$ cat config.mk
export PLATFORM = sky130hd
export DESIGN_NAME = alu_mul_seq
export DESIGN_NICKNAME = d
export VERILOG_FILES = /design/src/rtl/alu_mul_seq.sv
export SDC_FILE = /design/constraint.sdc
export NUM_CORES = 1
export LEC_CHECK = 0
export ABC_AREA = 1
export CAP_MARGIN = 15
export CORE_AREA = 2 2 154 156
export DETAILED_ROUTE_END_ITERATION = 6
export DIE_AREA = 0 0 156 158
export DONT_BUFFER_PORTS = 1
export PLACE_DENSITY = 0.63
export SYNTH_ARGS = -nofsm -noshare
export SYNTH_HDL_FRONTEND = slang
export SYNTH_SLANG_ARGS = --single-unit
$ cat constraint.sdc
create_clock -name clk -period 4 [get_ports clk]
set_clock_uncertainty 0.15 [all_clocks]
set_input_delay 0.8 -clock clk [delete_from_list [all_inputs] [get_ports clk]]
set_output_delay 0.8 -clock clk [all_outputs]
set_load 0.01 [all_outputs]
$ cat src/rtl/alu_mul_seq.sv
// Shift-add RV64 MUL sequencer: borrows the execute-stage ALU's ADD each cycle and
// accumulates partial products, returning the low WIDTH bits of the product.
module alu_mul_seq #(
    parameter int unsigned WIDTH   = 64,
    parameter logic [3:0]  ADD_OP  = 4'b0010,
    parameter logic [3:0]  IDLE_OP = 4'b0000
) (
    input  logic             clk,
    input  logic             rst_n,
    input  logic             in_valid,
    output logic             in_ready,
    input  logic [WIDTH-1:0] in_a,
    input  logic [WIDTH-1:0] in_b,
    input  logic             flush,
    output logic             res_valid,
    input  logic             res_ready,
    output logic [WIDTH-1:0] res,
    output logic             busy,
    output logic [WIDTH-1:0] alu_a,
    output logic [WIDTH-1:0] alu_b,
    output logic [3:0]       alu_op,
    input  logic [WIDTH-1:0] alu_res
);

    typedef enum logic [1:0] {
        StIdle = 2'd0,
        StRun  = 2'd1,
        StDone = 2'd2
    } state_e;

    state_e           r_state_q, w_state_d;
    logic [WIDTH-1:0] r_acc_q, w_acc_d;
    logic [WIDTH-1:0] r_m_q, w_m_d;
    logic [WIDTH-1:0] r_q_q, w_q_d;
    logic [WIDTH-1:0] w_q_shr;

    assign w_q_shr = r_q_q >> 1;

    always_ff @(posedge clk or negedge rst_n) begin
        if (!rst_n) begin
            r_state_q <= StIdle;
            r_acc_q   <= '0;
            r_m_q     <= '0;
            r_q_q     <= '0;
        end else begin
            r_state_q <= w_state_d;
            r_acc_q   <= w_acc_d;
            r_m_q     <= w_m_d;
            r_q_q     <= w_q_d;
        end
    end

    always_comb begin
        w_state_d = r_state_q;
        w_acc_d   = r_acc_q;
        w_m_d     = r_m_q;
        w_q_d     = r_q_q;
        // A flush aborts from any state; datapath registers are left as-is.
        if (flush) begin
            w_state_d = StIdle;
        end else begin
            unique case (r_state_q)
                StIdle: begin
                    if (in_valid) begin
                        w_acc_d   = '0;
                        w_m_d     = in_a;
                        w_q_d     = in_b;
                        w_state_d = (in_b == '0) ? StDone : StRun;
                    end
                end
                StRun: begin
                    if (r_q_q[0]) begin
                        w_acc_d = alu_res;
                    end
                    w_m_d = r_m_q << 1;
                    w_q_d = w_q_shr;
                    if (w_q_shr == '0) begin
                        w_state_d = StDone;
                    end
                end
                StDone: begin
                    if (res_ready) begin
                        w_state_d = StIdle;
                    end
                end
                default: w_state_d = StIdle;
            endcase
        end
    end

    always_comb begin
        in_ready  = (r_state_q == StIdle);
        res_valid = (r_state_q == StDone);
        busy      = (r_state_q != StIdle);
        res       = r_acc_q;
        alu_a     = r_acc_q;
        alu_b     = r_m_q;
        alu_op    = (r_state_q == StRun) ? ADD_OP : IDLE_OP;
    end

endmodule

==> impl_metrics.py <==
metrics = {
    "floorplanning": {
        "ioPinCount": 396,
        "core-area_um2": 23100,
        "die_h_um": 158,
        "initial_core_util": 0.464,
        "die_w_um": 156,
        "row_count": 56,
        "die-area_um2": 24600,
    },
    "placement": {
        "io_buffers": 0,
        "gp_congestion": 0.803,
        "post-place-cells": 1351,
        "dp_hpwl_um": 18900,
    },
    "cts": {
        "cts_resized": 0,
        "insertion_delay_ns": 0.43,
        "clock-sinks": 194,
        "htreeDepth": 4,
        "cts_tree": "done",
        "clock_path_buffers": 2,
        "cts_inserted_buffers": 17,
        "post_cts_buffers": 0,
        "path_clk_slew_ns": 0.08,
        "cts-root-buf": "clkbuf_16",
    },
    "run_status": {
        "violations": "negative hold slack",
        "status": "complete, but fails checks",
    },
    "power_and_ir_drop": {
        "combPwrFrac": 0.349,
        "max-vdd-ir-drop_v": 0.000519,
        "pwr-share-clk": 0.177,
        "design_power_total_mw": 9.23,
        "p_seq_frac": 0.474,
        "leakagePower_nw": 4.59,
        "swShare": 0.477,
        "powerDensity_nw_per_um2": 862,
        "internal-power_mw": 4.82,
        "switching_power_mw": 4.41,
    },
    "final_layout": {
        "antenna_cells": 0,
        "nNetsFinal": 1277,
        "final_util": 0.465,
        "stdcell_count": 1381,
        "syn2layout_area_growth_pct": 0.0704,
        "drive_gt1_frac": 0.190,
    },
    "critical_path": {
        "end_kind": "output port",
        "arrival_ns": 1.59,
        "crit_path_max_fanout": 91,
        "path_cells": "nor2_4 -> buf_12",
        "startpoint": "r_state_q[1]$_DFFE_PN0P_",
        "r2r-start": "r_state_q[1]$_DFFE_PN0P_",
        "cp_slowest_cell": "dfrtp_1",
        "r2r_cells": 9,
        "critPathKind": "flip-flop to output port",
        "crit_end": "alu_op[1]",
        "r2r-end": "r_q_q[2]$_DFFE_PN0P_",
        "cpPeakStageDelay_ns": 0.43,
        "start_kind": "flip-flop",
        "critPathRequiredTime_ns": 3.05,
        "r2r_slack_ns": 1.67,
    },
    "route": {
        "drt_iter0_drc": 603,
        "num_vias": 7289,
        "drt_pass1_iterations": 5,
        "drc": 0,
        "via_per_inst": 5.28,
        "drtAntennaViolNets": 0,
        "wl_per_cell_um": 19.1,
        "wirelength_um": 26300,
    },
    "global_route": {
        "grt_overflow": 0,
        "grtUsageTotal": 0.204,
        "grt_pass1_vias": 6795,
        "grt_pass1_wl_um": 38800,
        "grt_max_degree": 195,
        "antenna_found_initial": 1,
    },
    "timing": {
        "fin_crit_ns": 2.54,
        "post-route-period-util": 0.635,
        "finalSetupViolations": 0,
        "rsz0062_at_grt": "false",
        "finalSetupTns_ns": 0,
        "slew_headroom": 0.481,
        "hold_ws_ns": -0.0872,
        "max_freq_ghz": 0.394,
        "maxSlewViolCount": 0,
        "finalHoldViolCount": 65,
        "worstMarginPinSlew_ns": 0.779,
    },
    "logic_synthesis": {
        "yosys_warnings": 0,
        "ys_ff_latch": 194,
        "synth_cells": 1194,
        "syn_area_um2": 10700,
        "synth_seq_area_share": 0.454,
        "syn_area_per_cell_um2": 8.96,
        "yosys.cell_types.count": 24,
        "ys_async_sr_fraction": 1.00,
        "synth-main-ff-cell": "dfrtp_1",
        "synth_edf_count": 0,
    },
    "job": {
        "maxCapViolCount": 0,
    },
    "min_path": {
        "hold_class": "primary input to asynchronous set/reset pin",
    },
}
[power groups by stage]
stage                     sequential (mW)  combinational [mW]  clock [mW]
after floorplan                      3.78                3.57           0
after global placement               4.43                3.19           0
after detailed placement             4.44                3.26           0
after CTS                            4.41                3.26        1.69
after global routing                 4.50                3.70        1.78
final                                4.37                3.22        1.64
[synthesized netlist by cell type, types with 7 or more instances]
library cell / instances / share of area
nor2_1: 87 / 0.031
buf_6: 8 / 0.0084
o211ai_2: 120 / 0.14
dfrtp_1: 194 / 0.45
o21ai_1: 80 / 0.037
buf_12: 7 / 0.013
o21ai_2: 40 / 0.033
clkbuf_1: 17 / 0.0060
o21ai_0: 72 / 0.034
inv_1: 196 / 0.069
buf_4: 70 / 0.049
buf_2: 37 / 0.017
nand3_1: 68 / 0.032
nand2_1: 177 / 0.062
[critical path: cells and delay by family, from the launching register on]
kind	cells	cell delay, ns
buffers and inverters	1	0.40
AND/OR/NAND/NOR	1	0.28
flip-flops	1	0.43
[kinds of logic (layout without fill, tap and decap cells)]
group | Yosys count | count (layout) | synth area share
DFF | 194 | 194 | 0.454
and+or+nand+nor | 336 | 336 | 0.127
other | 1 | 3 | 0.000350
AOI/OAI and AO/OA | 320 | 320 | 0.249
buffers and inverters | 343 | 238 | 0.170
[routing by layer]
metal  global-route usage  vias to the layer above  wire length [um]
met4               0.0712                        2               706
met1                0.245                     3406             10500
met2                0.332                      259             12700
li1                     -                     3579                 -
met5                    0                        -                16
met3               0.0824                       43              2430
[placed cells by master (no fill, tap or decap), types with 17 or more instances in the layout]
| master | count |
|---|---|
| clkbuf_16 | 17 |
| o211ai_2 | 120 |
| nand3_1 | 68 |
| o21ai_1 | 80 |
| nand2_1 | 177 |
| nor2_1 | 87 |
| dfrtp_1 | 194 |
| o21ai_0 | 72 |
| inv_1 | 196 |
| o21ai_2 | 40 |
[through the flow]
step	instance area [um^2]	setup WS (ns)
global route	10700	1.39
finish	10700	1.46
detailed placement	10200	1.40
CTS	10700	1.44
floorplan	10700	2.08
global placement	10200	1.44
[flip-flops by register name, summed over array words and instances (netlist names)]
name and cells:
r_state_q 2, alu_b 64, alu_a 64, r_q_q 64
[how the worst min path moves through the flow]
stage                     startpoint               endpoint  slack [ns]
after floorplan                rst_n   alu_a[0]$_DFFE_PN0P_        0.35
after global placement         rst_n  r_q_q[29]$_DFFE_PN0P_        0.36
after global routing           rst_n  r_q_q[29]$_DFFE_PN0P_       -0.12
final                          rst_n  r_q_q[29]$_DFFE_PN0P_       -0.09
after detailed placement       rst_n  r_q_q[27]$_DFFE_PN0P_        0.36
after CTS                      rst_n  r_q_q[27]$_DFFE_PN0P_       -0.11
[final cells by class]
| cell class | count | area (um^2) |
|---|---|---|
| Clock buffer | 17 | 425 |
| Timing Repair Buffer | 9 | 143 |
| Multi-Input combinational cell | 659 | 4050 |
| Tap cell | 290 | 363 |
| Clock inverter | 13 | 118 |
| Inverter | 199 | 754 |
| Sequential cell | 194 | 4850 |
| Fill cell | 2185 | 12300 |
Power figures use the tool's default switching activity.
